===== src/rtl/laser500_uart_pkg.sv =====
// laser500_uart_pkg: shared types and helpers for the Laser 500 serial transmitter
package laser500_uart_pkg;
    typedef enum logic [1:0] {IDLE, START, DATA, STOP} tx_state_t;
    localparam int FRAME_BITS = 10;
    function automatic int calc_div(input int clk_hz, input int baud);
        return (clk_hz + baud / 2) / baud;
    endfunction
endpackage


===== src/rtl/laser500_sync_fifo.sv =====
// laser500_sync_fifo: first-word fall-through byte FIFO with a sticky-overflow pulse
module laser500_sync_fifo #(
    parameter int WIDTH = 8,
    parameter int DEPTH = 16
) (
    input  logic             clk_sys,
    input  logic             reset,
    input  logic             wr,
    input  logic [WIDTH-1:0] din,
    input  logic             rd,
    output logic [WIDTH-1:0] dout,
    output logic             full,
    output logic             empty,
    output logic             ovf_pulse
);
    localparam int AW = $clog2(DEPTH);
    if (DEPTH < 2 || (DEPTH & (DEPTH - 1)) != 0) begin : g_depth_chk
        $error("DEPTH must be a power of two >= 2");
    end
    logic [WIDTH-1:0] mem [DEPTH];
    logic [AW-1:0] rd_ptr, wr_ptr;
    logic [AW:0] count;
    logic push, pop;
    assign full = count == (AW + 1)'(DEPTH);
    assign empty = count == '0;
    assign pop = rd && !empty;
    // a pop in the same cycle frees the slot, so a write while full still lands
    assign push = wr && (!full || pop);
    assign ovf_pulse = wr && full && !pop;
    assign dout = mem[rd_ptr];
    always_ff @(posedge clk_sys) begin
        if (push) mem[wr_ptr] <= din;
    end
    always_ff @(posedge clk_sys) begin
        if (reset) begin
            rd_ptr <= '0;
            wr_ptr <= '0;
            count <= '0;
        end else begin
            if (push) wr_ptr <= wr_ptr + 1'b1;
            if (pop) rd_ptr <= rd_ptr + 1'b1;
            count <= count + (AW + 1)'(push) - (AW + 1)'(pop);
        end
    end
endmodule


===== src/rtl/laser500_uart_tx.sv =====
// laser500_uart_tx: buffered 8N1 serial transmitter for the UART_TXD pin
module laser500_uart_tx
    import laser500_uart_pkg::*;
#(
    parameter int CLK_HZ = 14700000,
    parameter int BAUD = 9600,
    parameter int FIFO_DEPTH = 16
) (
    input  logic       clk_sys,
    input  logic       reset,
    input  logic [7:0] din,
    input  logic       wr,
    input  logic       clr_ovf,
    output logic       txd,
    output logic       full,
    output logic       empty,
    output logic       busy,
    output logic       overflow
);
    localparam int DIV = calc_div(CLK_HZ, BAUD);
    localparam int BW = $clog2(DIV);
    localparam logic [BW-1:0] RELOAD = BW'(DIV - 1);
    if (DIV < 2) begin : g_div_chk
        $error("baud divider must be >= 2");
    end
    tx_state_t state, state_n;
    logic [BW-1:0] baud_cnt, baud_n;
    logic [2:0] bit_cnt, bit_cnt_n;
    logic [7:0] shreg, shreg_n, fifo_dout;
    logic txd_n, pop, ovf_pulse, tick;
    laser500_sync_fifo #(.WIDTH(8), .DEPTH(FIFO_DEPTH)) u_fifo (
        .clk_sys(clk_sys),
        .reset(reset),
        .wr(wr),
        .din(din),
        .rd(pop),
        .dout(fifo_dout),
        .full(full),
        .empty(empty),
        .ovf_pulse(ovf_pulse)
    );
    assign busy = state != IDLE;
    assign tick = baud_cnt == '0;
    always_ff @(posedge clk_sys) begin
        if (reset) begin
            state <= IDLE;
            baud_cnt <= '0;
            bit_cnt <= '0;
            shreg <= '0;
            txd <= 1'b1;
            overflow <= 1'b0;
        end else begin
            state <= state_n;
            baud_cnt <= baud_n;
            bit_cnt <= bit_cnt_n;
            shreg <= shreg_n;
            txd <= txd_n;
            overflow <= ovf_pulse ? 1'b1 : clr_ovf ? 1'b0 : overflow;
        end
    end
    always_comb begin
        state_n = state;
        bit_cnt_n = bit_cnt;
        shreg_n = shreg;
        txd_n = txd;
        pop = 1'b0;
        baud_n = busy ? baud_cnt - BW'(1) : baud_cnt;
        case (state)
            IDLE: begin
                txd_n = 1'b1;
                if (!empty) begin
                    pop = 1'b1;
                    shreg_n = fifo_dout;
                    txd_n = 1'b0;
                    baud_n = RELOAD;
                    state_n = START;
                end
            end
            START: if (tick) begin
                txd_n = shreg[0];
                bit_cnt_n = '0;
                baud_n = RELOAD;
                state_n = DATA;
            end
            DATA: if (tick) begin
                baud_n = RELOAD;
                if (bit_cnt == 3'd7) begin
                    txd_n = 1'b1;
                    state_n = STOP;
                end else begin
                    shreg_n = {1'b0, shreg[7:1]};
                    txd_n = shreg[1];
                    bit_cnt_n = bit_cnt + 3'd1;
                end
            end
            STOP: if (tick) begin
                // chain straight into the next start bit when more bytes wait
                if (!empty) begin
                    pop = 1'b1;
                    shreg_n = fifo_dout;
                    txd_n = 1'b0;
                    baud_n = RELOAD;
                    state_n = START;
                end else begin
                    state_n = IDLE;
                end
            end
            default: state_n = IDLE;
        endcase
    end
endmodule


===== config.mk =====
export PLATFORM = sky130hd
export DESIGN_NAME = laser500_uart_tx
export DESIGN_NICKNAME = d
export VERILOG_FILES = /design/src/rtl/laser500_uart_pkg.sv /design/src/rtl/laser500_sync_fifo.sv /design/src/rtl/laser500_uart_tx.sv
export SDC_FILE = /design/constraint.sdc
export NUM_CORES = 1
export LEC_CHECK = 0
export BUFFER_PORTS_ARGS = -buffer_cell sky130_fd_sc_hd__buf_2
export CAP_MARGIN = 20
export CORE_MARGIN = 2
export CORE_UTILIZATION = 35
export DETAILED_ROUTE_END_ITERATION = 12
export PLACE_DENSITY = 0.54
export RECOVER_POWER = 25
export SYNTH_ARGS = -nofsm -noshare
export SYNTH_HDL_FRONTEND = slang
export SYNTH_HIERARCHICAL = 1
export SYNTH_SLANG_ARGS = --single-unit

===== constraint.sdc =====
create_clock -name clk_sys -period 3.6 [get_ports clk_sys]
set_input_delay 0.72 -clock clk_sys [delete_from_list [all_inputs] [get_ports clk_sys]]
set_output_delay 0.72 -clock clk_sys [all_outputs]
set_load 0.01 [all_outputs]

# Word level (Yosys, flattened, before mapping)
# Memories as Yosys holds them, arrays and structs flattened. A register that Yosys moved wholly into a read port is not among the register bits.
# Cells that the tools add are included.
[op_classes] n_addsub=6 reduce_logical=20 n_eq_ne=12 muxes=37
[ops] operator="$mux 11" n=4
[ops] operator="$pmux 11 s3" n=1
[ops] operator="$mux 8" n=4
[ops] operator="$pmux 8 s3" n=1
[ops] operator="$ne 2x2->1 const B" n=7
[ops] operator="$mux 1" n=13
[ops] operator="$reduce_and 4->1" n=3
[ops] operator="$logic_not 11->1" n=1
[ops] operator="$sub 11x1->11 const B" n=1
[ops] operator="$mux 2" n=5
[ops] operator="$mux 3" n=3
[ops] operator="$add 4x1->4 const B" n=2
[ops] operator="$mux 4" n=2
[ops] operator="$pmux 2 s4" n=1
[ops] operator="$pmux 3 s2" n=1
[ops] operator="$reduce_bool 2->1" n=3
[ops] operator="$add 5x1->5" n=1
[ops] operator="$eq 5x5->1 const B" n=1
[ops] operator="$logic_not 5->1" n=1
[ops] operator="$reduce_and 5->1" n=1
[ops] operator="$sub 5x1->5" n=1
[ops] operator="$eq 2x2->1 const B" n=2
[ops] operator="$logic_and 1x1->1" n=4
[ops] operator="$pmux 1 s4" n=1
[ops] operator="other kinds (9)" n=11
[totals] out_inout_bits=5 mem_bits_rw=128 ff_bits=39 n_memories=1
[memory_table] name="u_fifo.mem" depth=16 width=8 read_ports=1 rd_ports_with_merged_regs=1 write_ports=1 line="laser500_sync_fifo.sv:20" rtl="logic [WIDTH-1:0] mem [DEPTH];"

# Depth between registers and ports, before layout
# Gate-level depths: netlist of the first run.
[depth] word_depth=9 mapped_depth=17 mapped_depth_nobuf=14

# Cells and area by module
# The synthesis of the first run kept the hierarchy.
[modules_own_cells] mod="laser500_sync_fifo" cells_per_inst=309 seq_area_each_um2=4184.0 area_per_inst_um2=5828.1 instances=1
[modules_own_cells] mod="laser500_uart_tx" cells_per_inst=180 seq_area_each_um2=520.5 area_per_inst_um2=1532.7 instances=1

# Worst setup path after synthesis of the first run
# No wires, ideal clock.
[synth_path] kind="register to register" start="register u_fifo.count[3]" end="register u_fifo.count[4]" stages_incl_launch_ff=17 setup_ns=0.070 required_ns=3.530 n_path_buf=3 setup_slack_ns=0.159 arrival_ns=3.372 path_cell_list="dfxtp_1 inv_1 ha_1 or4b_4 inv_1 clkbuf_1 nor3_1 clkbuf_1 o21ai_2 buf_2 mux2i_1 ha_1 fa_1 a21oi_1 nor2_1 or3_1 a21oi_1"
[synth_via] elab_chain_cells=9 word_cells_on_any_way=12 cone_classes="2 x add/sub; 1 x eq/ne; 3 x mux; 6 x reduce/logical"
[synth_lines] element="from (decl)" line="laser500_sync_fifo.sv:22" rtl="logic [AW:0] count;"
[synth_lines] element="from (signal assigned)" line="laser500_sync_fifo.sv:42" rtl="count <= count + (AW + 1)'(push) - (AW + 1)'(pop);"
[synth_lines] element="$logic_not 5->1 (*)" line="laser500_sync_fifo.sv:25" rtl="assign empty = count == '0;"
[synth_lines] element="via empty" line="laser500_uart_tx.sv:16" rtl="output logic empty,"
[synth_lines] element="$mux 1 (*)" line="laser500_uart_tx.sv:71, laser500_uart_tx.sv:98"
[synth_lines] element="$mux 1" line="laser500_uart_tx.sv:96" rtl="STOP: if (tick) begin"
[synth_lines] element="$pmux 1 s2 (*)" line="laser500_uart_tx.sv:68" rtl="case (state)"
[synth_lines] element="via pop" line="laser500_uart_tx.sv:30" rtl="logic txd_n, pop, ovf_pulse, tick;"
[synth_lines] element="$logic_and 1x1->1 (*)" line="laser500_sync_fifo.sv:26" rtl="assign pop = rd && !empty;"
[synth_lines] element="$logic_or 1x1->1" line="laser500_sync_fifo.sv:28" rtl="assign push = wr && (!full || pop);"
[synth_lines] element="$logic_and 1x1->1" line="laser500_sync_fifo.sv:28"
[synth_lines] element="$add 5x1->5" line="laser500_sync_fifo.sv:42"
[synth_lines] element="$sub 5x1->5 (*)" line="laser500_sync_fifo.sv:42"
# The timed path passes the listed nets; every way through them passes the cells marked *.
# A chain may end at the register's enable or synchronous reset.

# Worst setup path in the final report of the first run
[layout_path] start="register baud_cnt[1]" end="register u_fifo.count[4]"
[layout_via] elab_chain_cells=8
[layout_lines] element="from (decl)" line="laser500_uart_tx.sv:27" rtl="logic [BW-1:0] baud_cnt, baud_n;"
[layout_lines] element="from (signal assigned)" line="laser500_uart_tx.sv:54" rtl="baud_cnt <= baud_n;"
[layout_lines] element="$logic_not 11->1 (*)" line="laser500_uart_tx.sv:43" rtl="assign tick = baud_cnt == '0;"
[layout_lines] element="$mux 1 (*)" line="laser500_uart_tx.sv:96"
[layout_lines] element="$pmux 1 s2 (*)" line="laser500_uart_tx.sv:68"
[layout_lines] element="via pop" line="laser500_uart_tx.sv:30"
[layout_lines] element="$logic_and 1x1->1 (*)" line="laser500_sync_fifo.sv:26"
[layout_lines] element="$logic_or 1x1->1" line="laser500_sync_fifo.sv:28"
[layout_lines] element="$logic_and 1x1->1" line="laser500_sync_fifo.sv:28"
[layout_lines] element="$add 5x1->5" line="laser500_sync_fifo.sv:42"
[layout_lines] element="$sub 5x1->5 (*)" line="laser500_sync_fifo.sv:42"
# Marked as above.

==> metrics.md, run 1 <==
| Metric | Value |
|---|---|
| Worst slew pin tran | 865.6 ps |
| H-tree levels | 4 |
| Fin crit share | 90.34% |
| Mean Syn Cell Area | 15.05 sq um |
| Clk pwr share | 30.4% |
| Gpl congestion | 0.7436 |
| Initial Util | 35.35% |
| Detailed Place HPWL | 9.295 mm |
| Minimum clock period | 3252 ps |
| MaxCap Viol Count | 0 |
| Data arrival time of the worst path | 3600 ps |
| Layout area overhead | 13.50% |
| First-pass DRT Iterations | 4 |
| Via density per instance | 5.143 |
| Final worst slack | 347.9 ps |
| CTS clk-pin slew, worst paths | 80 ps |
| Critical path's top delay family | simple AND/OR/NAND/NOR gates |
| Placeable Area | 0.02082 sq mm |
| Psw | 2.096 mW |
| Fillers | 1927 |
| Layout cells sized above 1 | 17.01% |
| Clk root buf | clkbuf_16 |
| RSZ-0062 raised after global routing | false |
| Setup CP Type | register to register |
| Synth area leader | edfxtp_1 |
| DRC | 0 |
| P_int | 4.102 mW |
| Final net count | 546 |
| CP Launch Type | register |
| Largest net degree at the start of global routing | 38 |
| DRT antenna net count | 0 |
| Run status | completed |
| Power density over the cells | 742.0 mW/mm^2 |
| Setup crit end kind | register |
| Syn nets | 519 |
| Final Hold Vio Count | 0 |
| Final setup TNS | 0 ps |
| Post-Place Setup Slack | 308.5 ps |
| Die W | 149.0 um |
| Skew final | 15.34 ps |
| GR Util All Layers | 14.19% |
| Post-DP Area | 0.007732 sq mm |
| Num rows | 53 |
| Seq/Total Area, Yosys | 63.91% |
| Dominant synthesized flop cell | edfxtp_1 |
| Top achievable clock speed | 307.5 MHz |
| Vias | 4135 |
| Hold Slack | 487.3 ps |
| Vias in the first global route | 4137 |
| Num ports | 17 |
| Most common cell after layout, fill and taps aside | edfxtp_1 |
| CTS Buf Count | 17 |
| WP data required | 3940 ps |
| Critical Path Fanout Max | 4 |
| Initial antenna violation count | 0 |
| Combinational share of power | 30.5% |
| Mapped Area | 0.007361 sq mm |
| Relative slew slack | 42.29% |
| Peak supply drop | 0.3288 mV |
| Post-synth EDFFs | 128 |
| Yosys warns | 6 |
| Largest cells by area after synthesis | edfxtp_1, dfxtp_1, mux4_2 |
| Final Max Slew Viols | 0 |
| First-pass GRT wire length | 23.26 mm |
| Cells after Synth | 489 |
| Worst Path Buf+Inv | 1 |
| P_leak | 2.821 nW |
| Die height | 149.0 um |
| Final wirelength | 14.75 mm |
| Finished Cell Area | 0.008354 sq mm |
| DIE AREA | 0.02221 sq mm |
| Max incr delay on CP | 420 ps |
| Unique masters post-synth | 61 |
| Asr flop ratio synth | 0% |
| Final setup fails | 0 |
| Min-Delay Path Class | register to register |
| Post-placement cell count | 771 |
| Avg WL per Cell | 18.35 um |
| PortBufs | 16 |
| Synthesized flop and latch total | 171 |
| Clock Tree Buf Depth | 2 |
| Clock Sinks | 171 |
| Reg power frac | 39.1% |
| Commonest cells after routing, fill and taps aside | edfxtp_1, dfxtp_1, nor2_1 |
| Sw Share | 33.82% |
| Clk_lat worst skew | 430 ps |
| CP dominant cell by count | a21oi_1 |
| Final Non-Filler Cells | 804 |
| Ant diodes | 0 |
| Util after Layout | 40.12% |
| CP Cell Sequence | inv_1, ha_1, nor3b_4, and4_1, a21oi_1, nor3_1, nand2_1, mux2i_1, ha_1, fa_1, a21oi_1, nor2_1, or3_1, a21oi_1 |
| Grt ovf | 0 |
| Initial DRC Count | 269 |
| CTS tree | done |
| Critical-path top delay cell | fa_1 |
| Top cell type's share of synthesized area | 52.22% |
| Post-CTS Hold Buffers | 0 |
| Pwr Total | 6.199 mW |
[what timing repair did]
action,in CTS,in global routing
setup buffers,0,1
hold endpoints to repair,0,0
endpoints found under the setup margin,0,1
resized for setup,0,0
[path summary, 6_finish.rpt]
| check | start | slack, ps | to | depth (start not counted) |
|---|---|---|---|---|
| min | shreg[7] | 490 | shreg[7] | 2 |
| max reg2reg | baud_cnt[1] | 350 | u_fifo/count[4] | 14 |
| max | baud_cnt[1] | 350 | u_fifo/count[4] | 14 |
| min reg2reg | shreg[7] | 490 | shreg[7] | 2 |
[synthesized netlist by cell type (all sizes together) (5+ instances only)]
cell type,n
a211oi,11
a21oi,21
a22oi,16
and2,6
and3,5
buf,15
clkbuf,6
dfxtp,43
edfxtp,128
ha,17
inv,15
mux2i,9
mux4,32
nand2,24
nand2b,6
nand3,7
nor2,40
nor3,15
o21ai,10
xnor2,5
xor2,8
[logic make-up after synthesis]
group           share of synthesized area (%)
mux                                     11.73
simple gates                            9.774
buf+inv                                 3.077
fa+ha+maj                               3.162
xor+xnor                                1.547
flops                                   63.91
compound gates                          6.799
[power groups by stage]
stage | clock network, mW | registers, mW | logic (mW)
final | 1.88 | 2.43 | 1.89
after floorplan | 0 | 2.44 | 1.50
after detailed placement | 0 | 2.47 | 1.88
after global routing | 2.00 | 2.45 | 2.11
after CTS | 1.91 | 2.43 | 1.89
after global placement | 0 | 2.46 | 1.84
[tightest hold or removal path: stages (launching register included)]
cell	delay (ps)
dfxtp_1	320
nand2b_1	60
o21ai_0	60
[metal layers]
metal	share of wire, %	vias to the layer above	global-route usage, %
li1	-	1949	-
met1	46	2105	19.28
met2	49	77	22.93
met3	4.1	4	3.028
met4	0.62	0	4.429
met5	0	-	0
[state kept, by name, summed over array words and instances (netlist names), named ones only]
name / count
u_fifo/mem: 128
baud_cnt: 11
shreg: 8
u_fifo/count: 5
u_fifo/rd_ptr: 4
u_fifo/wr_ptr: 4
bit_cnt: 3
state: 2
overflow: 1
txd: 1
[final cells by class]
class	count	area [sq um]	area share, %
Inverter	16	60.06	0.7189
Tap cell	275	344.1	4.119
Clock buffer	17	425.4	5.092
Multi-Input combinational cell	278	2430	29.08
Clock inverter	15	196.4	2.351
Timing Repair Buffer	32	192.7	2.306
Sequential cell	171	4706	56.33
Note: power is estimated with default switching activity, not from simulation.
==> run 2: changes to the inputs <==
- CORE_MARGIN: 2 -> default
- CORE_UTILIZATION: 35 -> 40
- PLACE_DENSITY: 0.54 -> 0.59
- clock period: 3.6 -> 3.8 ns (I/O delays scaled with it)
==> metrics.md, run 2 (synthesis gave the netlist of run 1 again) <==
| Metric | Value |
|---|---|
| Run status | completed |
| RSZ-0062 raised after global routing | false |
| Skew final | 11.88 ps |
| Reg2Reg Setup Slack | 570 ps |
| DRC | 0 |
| Peak supply drop | 0.3238 mV |
| Fillers | 1597 |
| CTS clk-pin slew, worst paths | 60 ps |
| Power density over the cells | 691.0 mW/mm^2 |
| Reg-to-Reg Start | baud_cnt[0] |
| Max incr delay on CP | 440 ps |
| Final Hold Vio Count | 0 |
| Reg2Reg Depth | 13 |
| Clock Tree Buf Depth | 2 |
| Critical path's top delay family | simple AND/OR/NAND/NOR gates |
| Clock Sinks | 171 |
| Vias in the first global route | 4196 |
| Clk_lat worst skew | 430 ps |
| Data arrival time of the worst path | 3590 ps |
| Critical Path Fanout Max | 6 |
| Critical-path top delay cell | fa_1 |
| Detailed Place HPWL | 9.144 mm |
| Setup CP Type | register to register |
| Final wirelength | 14.20 mm |
| CP endpoint | u_fifo/count[4] |
| GR Util All Layers | 16.72% |
| Relative slew slack | 35.19% |
| Grt ovf | 0 |
| First-pass DRT Iterations | 5 |
| Via density per instance | 5.501 |
| Max reg flops | 128 |
| CP Launch Type | register |
| WP data required | 4150 ps |
| Crit. Startpoint | baud_cnt[0] |
| Commonest cells after routing, fill and taps aside | edfxtp_1, dfxtp_1, nor2_1 |
| Most common cell after layout, fill and taps aside | edfxtp_1 |
| Layout area overhead | 11.76% |
| CP Cell Sequence | inv_1, ha_1, nor3b_4, and4_1, a21oi_1, nor3_1, nand2_1, or2_2, fa_1, a21oi_1, nor2_1, or3_1, a21oi_1 |
| Post-CTS setup buffer count | 0 |
| Gpl congestion | 0.7970 |
| Final net count | 546 |
| Ant diodes | 0 |
| Top achievable clock speed | 309.3 MHz |
| Final Max Slew Viols | 0 |
| Avg WL per Cell | 18.74 um |
| Worst slew pin tran | 970.9 ps |
| DIE AREA | 0.01895 sq mm |
| Die height | 137.7 um |
| Largest reg by FF count | u_fifo/mem |
| Critical register-to-register path endpoint | u_fifo/count[4] |
| Final setup fails | 0 |
| Post-CTS Hold Buffers | 0 |
| Fin crit share | 85.08% |
| Layout cells sized above 1 | 16.82% |
| Num ports | 17 |
| Initial antenna violation count | 0 |
| Num rows | 49 |
| Final Non-Filler Cells | 758 |
| Setup crit end kind | register |
| Post_cts resized | 0 |
| DRT antenna net count | 0 |
| Worst Path Buf+Inv | 1 |
| CTS tree | done |
| P_leak | 2.788 nW |
| Initial DRC Count | 276 |
| Minimum clock period | 3233 ps |
| CP dominant cell by count | a21oi_1 |
| Vias | 4170 |
| Min-Delay Path Class | register to register |
| Die W | 137.7 um |
| Pwr Total | 5.685 mW |
| Post-placement cell count | 726 |
| H-tree levels | 4 |
| PortBufs | 16 |
| CTS Buf Count | 17 |
| Clk root buf | clkbuf_16 |
| Util after Layout | 45.64% |
| First-pass GRT wire length | 22.94 mm |
| MaxCap Viol Count | 0 |
| Largest net degree at the start of global routing | 38 |
| Placeable Area | 0.01802 sq mm |
| Final setup TNS | 0 ps |
| Initial Util | 40.84% |
| Total stage count of the critical path | 13 |
| Biggest regs | u_fifo/mem: 128 flops, baud_cnt: 11 flops, shreg: 8 flops |
run 2: cell count changes in the layout (fill, tap and decap cells not counted), sizes merged:
cell / change
clkinv: -3
clkinvlp: +2
inv: +2
bufinv: -1
run 2: where the power goes:
group,leakage (nW),total (mW),switching [mW],internal [mW]
sequential,1.51,2.36,0.177,2.18
combinational,1.01,1.71,0.968,0.743
clock,0.265,1.62,0.758,0.858
total,2.79,5.68,1.90,3.78
run 2: worst min-delay path by stage:
| stage | start | end | slack (ps) | depth (start not counted) |
|---|---|---|---|---|
| global placement | overflow | overflow | 460 | 2 |
| CTS | overflow | overflow | 490 | 2 |
| detailed placement | overflow | overflow | 470 | 2 |
| finish | overflow | overflow | 480 | 2 |
| floorplan | shreg[7] | shreg[7] | 450 | 2 |
| global route | shreg[7] | shreg[7] | 520 | 2 |
run 2: worst reg2reg max path: cells and delay by family (launching register included):
kind                       cells  cell delay [ps]
adders and majority gates      2              650
AOI/OAI and AO/OA              3              380
DFF                            1              340
and+or+nand+nor                7             1680
buffers and inverters          1              120
run 2: metrics by stage:
stage / hold slack (ps) / instance area [sq um] / setup WS (ps)
floorplan: 448.2 / 7361 / 358.5
global placement: 461.9 / 7682 / 641.6
detailed placement: 473.0 / 7682 / 574.6
CTS: 490.6 / 8234 / 558.1
global route: 522.5 / 8227 / 234.1
finish: 482.1 / 8227 / 566.9
run 2: area by class of cell:
cell class / instances / area [sq um] / share of cell area, %
sequential: 171 / 4706 / 57.20
multi-input combinational: 278 / 2430 / 29.54
clock buffer: 17 / 425.4 / 5.171
tap: 229 / 286.5 / 3.483
timing repair buffer: 32 / 192.7 / 2.342
clock inverter: 15 / 126.4 / 1.536
inverter: 16 / 60.06 / 0.7300
run 2: metal layers:
| layer | part of all wire (%) | GRT usage, % | vias to the layer above |
|---|---|---|---|
| met5 | 0 | 0 | - |
| met4 | 1.7 | 6.532 | 0 |
| met3 | 3.8 | 3.422 | 17 |
| met2 | 50 | 27.02 | 71 |
| met1 | 45 | 22.05 | 2132 |
| li1 | - | - | 1950 |
==> run 3: changes to the inputs <==
- PLACE_DENSITY: 0.59 -> 0.61
- clock period: 3.8 -> 2.6 ns (I/O delays scaled with it)
==> metrics.md, run 3 (synthesis gave the netlist of run 1 again) <==
| Metric | Value |
|---|---|
| WL met3 | 490 um |
| Seq. cell area | 0.004711 sq mm |
| Fin crit share | 109.0% |
| Die W | 137.7 um |
| Grt ovf | 0 |
| Final wirelength | 15.00 mm |
| Placeable Area | 0.01802 sq mm |
| WP data required | 2950 ps |
| Vias in the first global route | 4248 |
| Largest reg by FF count | u_fifo/mem |
| Final Hold Vio Count | 0 |
| Commonest cells after routing, fill and taps aside | edfxtp_1, buf_4, nor2_1, dfxtp_1, nand2_1 |
| CTS Buf Count | 17 |
| Min-Delay Path Class | input port to register |
| Initial Util | 40.84% |
| Layout area overhead | 19.04% |
| Fillers | 1553 |
| Reg2Reg Depth | 14 |
| Ant diodes | 0 |
| Peak supply drop | 0.4811 mV |
| Pwr Total | 8.904 mW |
| CTS clk-pin slew, worst paths | 70 ps |
| Clock Sinks | 171 |
| Routed length on met1 | 6.536 mm |
| Num rows | 49 |
| Clk root buf | clkbuf_16 |
| Top Metal Used | met4 |
| First-pass DRT Iterations | 4 |
| Max reg flops | 128 |
| CP endpoint | u_fifo/count[4] |
| Critical Path Fanout Max | 3 |
| Relative slew slack | 46.60% |
| Reg2Reg Setup Slack | -230 ps |
| GR Util All Layers | 16.93% |
| Skew final | 6.826 ps |
| Power density over the cells | 1016 mW/mm^2 |
| Vias | 4303 |
| Clk_lat worst skew | 430 ps |
| Biggest regs | u_fifo/mem: 128 flops, baud_cnt: 11 flops, shreg: 8 flops |
| Via density per instance | 5.365 |
| Final worst slack | -233.1 ps |
| PortBufs | 16 |
| Most common cell after layout, fill and taps aside | edfxtp_1 |
| Area of the multi-input gates | 0.002529 sq mm |
| Largest net degree at the start of global routing | 38 |
| Setup crit end kind | register |
| Die height | 137.7 um |
| Post-DP Area | 0.008120 sq mm |
| RSZ-0062 raised after global routing | true |
| Final setup TNS | -293.9 ps |
| H-tree levels | 4 |
| Layout cells sized above 1 | 26.35% |
| Crit. Startpoint | baud_cnt[1] |
| Clock Tree Buf Depth | 2 |
| Setup CP Type | register to register |
| DRT antenna net count | 0 |
| Finished Cell Area | 0.008762 sq mm |
| Detailed Place HPWL | 9.695 mm |
| Minimum clock period | 2833 ps |
| Worst slew pin tran | 799.4 ps |
| Failing checks | negative setup slack |
| Critical register-to-register path endpoint | u_fifo/count[4] |
| First-pass GRT wire length | 23.20 mm |
| Reg-to-Reg Start | baud_cnt[1] |
| CTS tree | done |
| Num ports | 17 |
| Data arrival time of the worst path | 3180 ps |
| DIE AREA | 0.01895 sq mm |
| Gpl congestion | 0.7812 |
| Met2 WL post-DR | 7.723 mm |
| Util after Layout | 48.61% |
| CP Launch Type | register |
| P_leak | 3.022 nW |
| Run status | complete, but fails checks |
| DRC | 0 |
| Avg WL per Cell | 18.70 um |
| Initial antenna violation count | 0 |
| Post-Place Setup Slack | -176.3 ps |
| Initial DRC Count | 275 |
| Top achievable clock speed | 353.0 MHz |
| Final net count | 590 |
| MaxCap Viol Count | 0 |
| Final setup fails | 3 |
| Final Max Slew Viols | 0 |
-- run 3: metrics by stage --
stage | cells | hold WS [ps]
after floorplan | 489 | 448.2
after global placement | 762 | 460.6
after detailed placement | 762 | 478.2
after CTS | 799 | 378.9
after global routing | 802 | 424.5
final | 802 | 403.4
-- run 3: cell type report --
cell class,count,area share (%)
clock inverter,14,1.100
timing repair buffer,76,7.397
multi-input combinational,278,28.86
tap,229,3.270
clock buffer,18,4.898
sequential,171,53.76
inverter,16,0.7140
-- run 3: what timing repair did --
action	in CTS	in global routing
setup endpoints to repair	2	44
pin swaps	4	11
resized for setup	4	9
setup buffers	5	3
endpoints found under the hold margin	0	0
hold buffers	0	0
-- run 3: where the power goes --
group          internal (mW)  leakage, nW  switching (mW)
sequential              3.19         1.51           0.172
combinational           1.56         1.27            1.72
clock                   1.22        0.246            1.04
-- run 3: layer usage --
layer,vias to the layer above,track usage [%]
met5,-,0
met4,0,6.227
li1,2045,-
met3,23,3.238
met2,85,28.06
met1,2150,22.02
-- run 3: how the worst min path moves through the flow --
stage / endpoint / cells past startpoint / startpoint
2_1_floorplan: shreg[7] / 2 / shreg[7]
3_3_place_gp: overflow / 2 / overflow
3_5_place_dp: overflow / 2 / overflow
4_1_cts: overflow / 4 / clr_ovf
5_1_grt: overflow / 4 / clr_ovf
6_report: overflow / 4 / clr_ovf
-- run 3: critical path, stage by stage, from the launching register on --
cell and delay [ps]:
dfxtp_2 330, inv_2 70, ha_4 130, nor3b_4 190, and4_4 270, a21oi_4 60, nor3_4 190, nand2_2 100
mux2i_2 160, ha_2 190, fa_2 360, a21oi_2 120, nor2_1 60, or3_1 380, a21oi_2 140
